===== config.mk =====
export PLATFORM = sky130hd
export DESIGN_NAME = video_line_fetch_rgb565
export DESIGN_NICKNAME = d
export VERILOG_FILES = /design/src/rtl/video_line_fetch_rgb565.sv
export SDC_FILE = /design/constraint.sdc
export NUM_CORES = 1
export LEC_CHECK = 0
export CAP_MARGIN = 15
export CORE_ASPECT_RATIO = 0.8
export CORE_UTILIZATION = 35
export DETAILED_ROUTE_END_ITERATION = 8
export DONT_BUFFER_PORTS = 1
export PLACE_DENSITY = 0.54
export SLEW_MARGIN = 5
export SYNTH_ARGS = -nofsm -noshare
export SYNTH_HDL_FRONTEND = slang
export SYNTH_SLANG_ARGS = --single-unit
export TNS_END_PERCENT = 10

===== constraint.sdc =====
create_clock -name rd_clk -period 2.2 [get_ports rd_clk]
set_input_delay 0.33 -clock rd_clk [delete_from_list [all_inputs] [get_ports rd_clk]]
set_output_delay 0.33 -clock rd_clk [all_outputs]
set_load 0.02 [all_outputs]

===== src/rtl/video_line_fetch_rgb565.sv =====
// Line fetcher: pops one RGB565 word per active pixel, expands to RGB888, and re-times syncs by one cycle.
// Latency 1 cycle in to out; no backpressure from the display side, so an empty FIFO yields black pixels and sets underflow.
module video_line_fetch_rgb565 #(
    parameter int H_ACTIVE = 1920,
    parameter int V_ACTIVE = 1080
) (
    input  logic        rd_clk,
    input  logic        rd_rst,
    input  logic        vs_in,
    input  logic        hs_in,
    input  logic        de_in,
    input  logic [15:0] fifo_data,
    input  logic        fifo_vld,
    output logic        fifo_rd_en,
    output logic        vs_out,
    output logic        hs_out,
    output logic        de_out,
    output logic [23:0] rgb_out,
    output logic        frame_req,
    output logic        line_req,
    output logic        underflow,
    output logic        len_err
);

    typedef enum logic [1:0] {
        S_IDLE    = 2'd0,
        S_WAIT_DE = 2'd1,
        S_LINE    = 2'd2
    } state_t;

    localparam logic [11:0] H_LIM = 12'(H_ACTIVE);
    localparam logic [11:0] V_LIM = 12'(V_ACTIVE);

    state_t      state_q;
    logic        vs_prev_q;
    logic [11:0] line_cnt_q;
    logic [11:0] pix_cnt_q;
    logic        frame_req_q;
    logic        line_req_q;
    logic        underflow_q;
    logic        len_err_q;
    logic        vs_out_q;
    logic        hs_out_q;
    logic        de_out_q;
    logic [23:0] rgb_q;

    logic        frame_start;
    logic        fetching;
    logic        pix_room;
    logic        pop;
    logic        line_end;
    logic [11:0] line_cnt_inc;
    logic        more_lines;
    logic        line_req_d;
    logic [23:0] rgb_conv;
    logic [23:0] rgb_d;

    assign frame_start  = vs_in & ~vs_prev_q;
    assign fetching     = (state_q == S_WAIT_DE) || (state_q == S_LINE);
    assign pix_room     = pix_cnt_q < H_LIM;
    assign pop          = de_in & fetching & pix_room;
    assign line_end     = (state_q == S_LINE) & ~de_in;
    assign line_cnt_inc = line_cnt_q + 12'd1;
    assign more_lines   = line_cnt_inc < V_LIM;

    // A vs edge right after a line end would otherwise stretch line_req to two cycles.
    assign line_req_d   = (frame_start | (line_end & more_lines)) & ~line_req_q;

    // MSB replication keeps full-scale codes at full scale (5'h1F -> 8'hFF).
    assign rgb_conv = {fifo_data[15:11], fifo_data[15:13],
                       fifo_data[10:5],  fifo_data[10:9],
                       fifo_data[4:0],   fifo_data[4:2]};
    assign rgb_d    = (pop & fifo_vld) ? rgb_conv : 24'h000000;

    always_ff @(posedge rd_clk or posedge rd_rst) begin
        if (rd_rst) begin
            state_q     <= S_IDLE;
            vs_prev_q   <= 1'b0;
            line_cnt_q  <= 12'd0;
            pix_cnt_q   <= 12'd0;
            frame_req_q <= 1'b0;
            line_req_q  <= 1'b0;
            underflow_q <= 1'b0;
            len_err_q   <= 1'b0;
            vs_out_q    <= 1'b0;
            hs_out_q    <= 1'b0;
            de_out_q    <= 1'b0;
            rgb_q       <= 24'h000000;
        end else begin
            vs_prev_q   <= vs_in;
            vs_out_q    <= vs_in;
            hs_out_q    <= hs_in;
            de_out_q    <= de_in;
            rgb_q       <= rgb_d;
            frame_req_q <= frame_start;
            line_req_q  <= line_req_d;

            if (frame_start) begin
                state_q     <= S_WAIT_DE;
                line_cnt_q  <= 12'd0;
                pix_cnt_q   <= 12'd0;
                underflow_q <= 1'b0;
                len_err_q   <= 1'b0;
            end else begin
                if (pop) begin
                    pix_cnt_q <= pix_cnt_q + 12'd1;
                end
                if (pop && !fifo_vld) begin
                    underflow_q <= 1'b1;
                end
                if (de_in && fetching && !pix_room) begin
                    len_err_q <= 1'b1;
                end

                case (state_q)
                    S_WAIT_DE: begin
                        if (de_in) begin
                            state_q <= S_LINE;
                        end
                    end
                    S_LINE: begin
                        if (!de_in) begin
                            line_cnt_q <= line_cnt_inc;
                            pix_cnt_q  <= 12'd0;
                            if (pix_cnt_q != H_LIM) begin
                                len_err_q <= 1'b1;
                            end
                            state_q <= more_lines ? S_WAIT_DE : S_IDLE;
                        end
                    end
                    default: begin
                        state_q <= S_IDLE;
                    end
                endcase
            end
        end
    end

    assign fifo_rd_en = pop;
    assign vs_out     = vs_out_q;
    assign hs_out     = hs_out_q;
    assign de_out     = de_out_q;
    assign rgb_out    = rgb_q;
    assign frame_req  = frame_req_q;
    assign line_req   = line_req_q;
    assign underflow  = underflow_q;
    assign len_err    = len_err_q;

endmodule


==> results of run 1 <==
-- worst reg2reg max path: cells and delay by family (launching register included) --
kind	cells	cell delay [ns]
AO/OA/AOI/OAI	1	0.16
adder cells (fa/ha/maj)	1	0.31
buffers and inverters	1	0.05
flip-flops	1	0.38
AND/OR/NAND/NOR	3	0.82
-- logic make-up (layout without fill, tap and decap cells) --
logic type,Yosys count,in the layout,share of synthesized area (%)
and+or+nand+nor,94,94,22.3
DFF,49,49,52.7
AOI/OAI and AO/OA,25,25,8.40
buffers and inverters,24,21,5.60
xor gates and xnor gates,19,19,7.16
adders and majority gates,5,5,2.69
muxes,2,2,1.08
-- final timing paths --
check	to	slack, ns	cells after the start	startpoint
setup / recovery	fifo_rd_en	0.21	5	state_q[0]$_DFFE_PP0P_
hold / removal	vs_out$_DFF_PP0_	0.04	0	vs_in
setup reg to reg	pix_cnt_q[6]$_DFF_PP0_	0.41	6	state_q[0]$_DFFE_PP0P_
hold reg to reg	state_q[0]$_DFFE_PP0P_	0.56	2	state_q[0]$_DFFE_PP0P_
max in group asynchronous	pix_cnt_q[8]$_DFF_PP0_	1.18	3	rd_rst
min in group asynchronous	state_q[0]$_DFFE_PP0P_	0.51	2	rd_rst
-- power by group through the flow --
stage                     clock, mW  combinational [mW]  sequential, mW
after global routing          0.620               0.188            1.01
after floorplan                   0               0.136            1.01
after global placement            0               0.159            1.02
after CTS                     0.591               0.165            1.01
final                         0.564               0.161            1.00
after detailed placement          0               0.163            1.02
-- area by class of cell --
class / instances / area (µm²) / area share (%)
clock inverter: 3 / 33.8 / 1.35
sequential: 49 / 1230 / 49.2
tap: 84 / 105 / 4.21
multi-input combinational: 145 / 968 / 38.8
clock buffer: 5 / 68.8 / 2.76
timing repair buffer: 4 / 57.6 / 2.31
inverter: 9 / 33.8 / 1.35
-- routing by layer --
layer	global-route usage, %	routed length (µm)	share of wire [%]	vias to the layer above
met4	4.62	44	1.0	0
met1	19.1	2170	50	730
met2	19.9	1830	42	49
met5	0	0	0	-
met3	5.25	334	7.6	5
li1	-	-	-	727
-- per-stage QoR --
step           util, %  hold slack [ns]  area (µm²)  setup WS, ns  power, mW
4_1_cts           38.9           0.0305        2490         0.196       1.76
2_1_floorplan        -            0.361        2320         0.552       1.14
6_report          38.9           0.0383        2490         0.209       1.73
3_3_place_gp      37.2            0.293        2380         0.464       1.18
3_5_place_dp      37.2            0.286        2380         0.427       1.19
5_1_grt           38.9           0.0221        2490        0.0964       1.82
-- Yosys cell counts, drive strengths merged, types with 2 or more instances --
cell type | number | share of area, %
or3 | 3 | 0.81
and2 | 2 | 0.54
dfrtp | 49 | 53
nor2b | 2 | 0.54
nand4 | 7 | 2.5
nand3 | 8 | 1.7
clkbuf | 2 | 0.32
and3 | 20 | 5.6
nand2 | 12 | 1.9
nor2 | 24 | 3.9
o21ai | 5 | 1.1
xor2 | 10 | 3.8
a211oi | 2 | 1.1
inv | 8 | 1.3
nand3b | 2 | 0.65
xnor2 | 9 | 3.4
nand2b | 2 | 0.54
a21oi | 11 | 2.4
buf | 13 | 3.8
ha | 5 | 2.7
nor3 | 7 | 1.9
-- sequential cells by signal, indices dropped and copies added, names as in the netlist, 2 cells and up --
| signal | cells |
|---|---|
| state_q | 2 |
| line_cnt_q | 12 |
| rgb_out | 16 |
| pix_cnt_q | 12 |
-- what timing repair did --
| item | in CTS | in global routing |
|---|---|---|
| hold buffers | 1 | 0 |
| hold endpoints to repair | 22 | 0 |
| resized for setup | 0 | 0 |
==> flow_metrics.tcl, run 1 <==
set metrics [dict create \
    critPathMaxFanout 23 \
    crit_type "flop to output port" \
    first_iter_violations 43 \
    placementRows 26 \
    synthToLayoutAreaGrowth_pct 7.27 \
    synth_seq_cells 49 \
    p_clk_share_pct 32.6 \
    hold_viol 0 \
    grt_max_degree 28 \
    slowest_delay_ns 0.38 \
    coreArea_mm2 0.00641 \
    skew_ns 0.00679 \
    async_flop_share_pct 100 \
    ys_seq_area_share_pct 52.7 \
    seq_power_share_pct 58.1 \
    place.gp.congestion 0.726 \
    fmax_mhz 502 \
    drive_gt1_share_pct 10.7 \
    cts_root_buf "clkbuf_8" \
    cts_buffer_depth 2 \
    antenna_left 0 \
    syn_inst 218 \
    slew_viol_final 0 \
    postCtsSetupRepairBufs 0 \
    synth.cell_area_mm2 0.00232 \
    synth_top_flop_cell "dfrtp_1" \
    antenna_found_initial 0 \
    power.internal_mw 1.24 \
    cts.sinks 49 \
    die_h_um 74.9 \
    netSwitchingPower_mw 0.487 \
    fin_nets 241 \
    post-route-period-util_pct 90.5 \
    portBuffers 0 \
    grt_pass1_wl_mm 7.21 \
    dpl.hpwl_mm 3.15 \
    antenna_cells 0 \
    initial_core_util_pct 36.3 \
    cp.arrival_ns 1.66 \
    finalSetupTns_ns 0 \
    crit_family "simple AND/OR/NAND/NOR gates" \
    dp.cells 290 \
    setup_violations 0 \
    synthesis.nets 245 \
    ys_types 41 \
    fillers 631 \
    outcome "finished, final reports clean" \
    worstPathCellList "inv_1, ha_1, and2b_1, and2_1, buf_12" \
    cts_tree "built" \
    drcViolationCount 0 \
    ys.warnings.count 0 \
    finalCriticalPeriod_ns 1.99 \
    worstSkewPairLatency_ns 0.31 \
    firstDrtPassIters 5 \
    track_usage_pct 13.8 \
    wl_per_cell_um 14.6 \
    final_common_cell "dfrtp_1" \
    cts_max_level 2 \
    avgSynthCellArea_um2 10.7 \
    fin_cells 299 \
    synth_edf_count 0 \
    power.share.switching_pct 28.1 \
    tightest_slew_ns 0.523 \
    slowest_stage "dfrtp_1" \
    power_leakage_nw 1.15 \
    power_frac_comb_pct 9.3 \
    clkTransAtPathRegs_ns 0.10 \
    relSlewSlack_pct 65.1 \
    vias_per_cell 5.05 \
    ir_worst_vdd_mv 0.445 \
    required_ns 1.87 \
    num_vias 1511 \
    critPathBufInv 2 \
    cp-start-kind "flop" \
    wl_mm 4.37 \
    grt_overflow 0 \
    p_per_area_mw_per_mm2 694 \
    die_area_mm2 0.00697 \
    end_kind "output port" \
    cts_made_buffers 5 \
    die_w_um 93.1 \
    cap_violations 0 \
    io_pins 54 \
    grt_pass1_vias 1471 \
    hp-class "input pin to flop" \
    rsz0062_at_grt "false" \
    final_cell_mix "dfrtp_1, nor2_1, and3_1, nand2_1, a21oi_1" \
]
Note: power is estimated with default switching activity, not from simulation.
==> inputs of run 2 (changes only) <==
--- a/config.mk
+++ b/config.mk
@@ -10,7 +10,6 @@
 export CORE_UTILIZATION = 35
 export DETAILED_ROUTE_END_ITERATION = 8
 export DONT_BUFFER_PORTS = 1
-export PLACE_DENSITY = 0.54
 export SLEW_MARGIN = 5
 export SYNTH_ARGS = -nofsm -noshare
 export SYNTH_HDL_FRONTEND = slang
==> flow_metrics.tcl, run 2 (synthesized netlist as in run 1, its figures left out) <==
set metrics [dict create \
    outcome "finished, final reports clean" \
    fmax_mhz 481 \
    slowest_stage "dfrtp_1" \
    fillers 632 \
    slew_viol_final 0 \
    cts_made_buffers 5 \
    cts_buffer_depth 2 \
    register_area_mm2 0.00123 \
    grt_overflow 0 \
    synthToLayoutAreaGrowth_pct 6.84 \
    p_clk_share_pct 33.1 \
    antenna_found_initial 0 \
    cts_max_level 2 \
    rrSetupSlack_ns 0.41 \
    coreArea_mm2 0.00641 \
    power.internal_mw 1.24 \
    antenna_left 0 \
    finalSetupTns_ns 0 \
    clkTransAtPathRegs_ns 0.10 \
    grt_max_degree 26 \
    cts-resized-gates 0 \
    die_area_mm2 0.00697 \
    finalCriticalPeriod_ns 2.08 \
    track_usage_pct 12.8 \
    reg2reg_from "state_q[0]$_DFFE_PP0P_" \
    relSlewSlack_pct 63.4 \
    hp-class "input pin to flop" \
    dpl.hpwl_mm 2.91 \
    crit_family "simple AND/OR/NAND/NOR gates" \
    worstReg2RegEnd "pix_cnt_q[5]$_DFF_PP0_" \
    worstPathCellList "inv_1, ha_1, and2b_1, and2_1, buf_4" \
    wl_mm 4.20 \
    ir_worst_vdd_mv 0.350 \
    initial_core_util_pct 36.3 \
    grt_pass1_vias 1419 \
    netSwitchingPower_mw 0.496 \
    rsz0062_at_grt "false" \
    firstDrtPassIters 4 \
    die_h_um 74.9 \
    place.gp.congestion 0.744 \
    critPathMaxFanout 14 \
    post-route-period-util_pct 94.6 \
    required_ns 1.87 \
    final_common_cell "dfrtp_1" \
    die_w_um 93.1 \
    power.share.switching_pct 28.6 \
    num_vias 1490 \
    power_leakage_nw 1.16 \
    cts.sinks 49 \
    power_frac_comb_pct 9.1 \
    antenna_cells 0 \
    wl_per_cell_um 13.9 \
    first_iter_violations 56 \
    rr_worst_depth 6 \
    tightest_slew_ns 0.549 \
    hold_start "hs_in" \
    io_pins 54 \
    grt_pass1_wl_mm 6.83 \
    startpoint "state_q[0]$_DFFE_PP0P_" \
    setup_violations 0 \
    hold_end "hs_out$_DFF_PP0_" \
    end_kind "output port" \
    fin_nets 244 \
    seq_power_share_pct 57.9 \
    drcViolationCount 0 \
    holdPathStages 0 \
    p_per_area_mw_per_mm2 699 \
    portBuffers 0 \
    cp-start-kind "flop" \
    largest_register_ff_count 16 \
    skew_ns 0.00869 \
    critPathBufInv 2 \
    hold_viol 0 \
    placementRows 26 \
    crit_type "flop to output port" \
    final_cell_mix "dfrtp_1, nor2_1, and3_1, nand2_1, a21oi_1" \
    multi_input_area_um2 968 \
    cts_root_buf "clkbuf_8" \
    worstSkewPairLatency_ns 0.31 \
    cap_violations 0 \
    vias_per_cell 4.93 \
    drive_gt1_share_pct 11.9 \
    cts_tree "built" \
    cp.arrival_ns 1.75 \
    final_core_util_pct 38.8 \
    slowest_delay_ns 0.38 \
]
[run 2: what timing repair did]
action	in CTS	in global routing
endpoints found under the hold margin	23	0
hold buffers	1	0
buffers inserted	0	0
[run 2: metal layers]
metal | wire length [µm] | GRT usage, % | share of wire [%]
met1 | 2150 | 18.0 | 51
met2 | 1740 | 18.6 | 41
met3 | 268 | 4.75 | 6.4
met4 | 43 | 3.08 | 1.0
met5 | 0 | 0 | 0
[run 2: power by group through the flow]
| stage | sequential, mW | combinational, mW | clock, mW |
|---|---|---|---|
| after floorplan | 1.01 | 0.136 | 0 |
| after global placement | 1.02 | 0.155 | 0 |
| after detailed placement | 1.02 | 0.157 | 0 |
| after CTS | 1.01 | 0.159 | 0.595 |
| after global routing | 1.01 | 0.178 | 0.623 |
| final | 1.00 | 0.157 | 0.574 |
[run 2: cell type report]
class	count	area share, %
Sequential cell	49	49.4
Clock inverter	3	1.06
Inverter	9	1.36
Timing Repair Buffer	7	2.22
Tap cell	84	4.23
Clock buffer	5	2.77
Multi-Input combinational cell	145	39.0
[run 2: per-stage QoR]
stage	hold WS (ns)	instances	power [mW]	area (µm²)	setup slack, ns
floorplan	0.361	218	1.14	2320	0.552
global placement	0.287	293	1.18	2380	0.476
detailed placement	0.298	293	1.18	2380	0.456
CTS	0.0213	302	1.76	2480	0.114
global route	0.0179	302	1.81	2480	0.0302
finish	0.0336	302	1.73	2480	0.119
[run 2: worst max-delay path by stage]
stage | end | slack [ns] | depth (start not counted)
2_1_floorplan | fifo_rd_en | 0.55 | 5
3_5_place_dp | pix_cnt_q[5]$_DFF_PP0_ | 0.46 | 6
6_report | fifo_rd_en | 0.12 | 5
5_1_grt | fifo_rd_en | 0.03 | 5
3_3_place_gp | pix_cnt_q[1]$_DFF_PP0_ | 0.48 | 8
4_1_cts | fifo_rd_en | 0.11 | 5
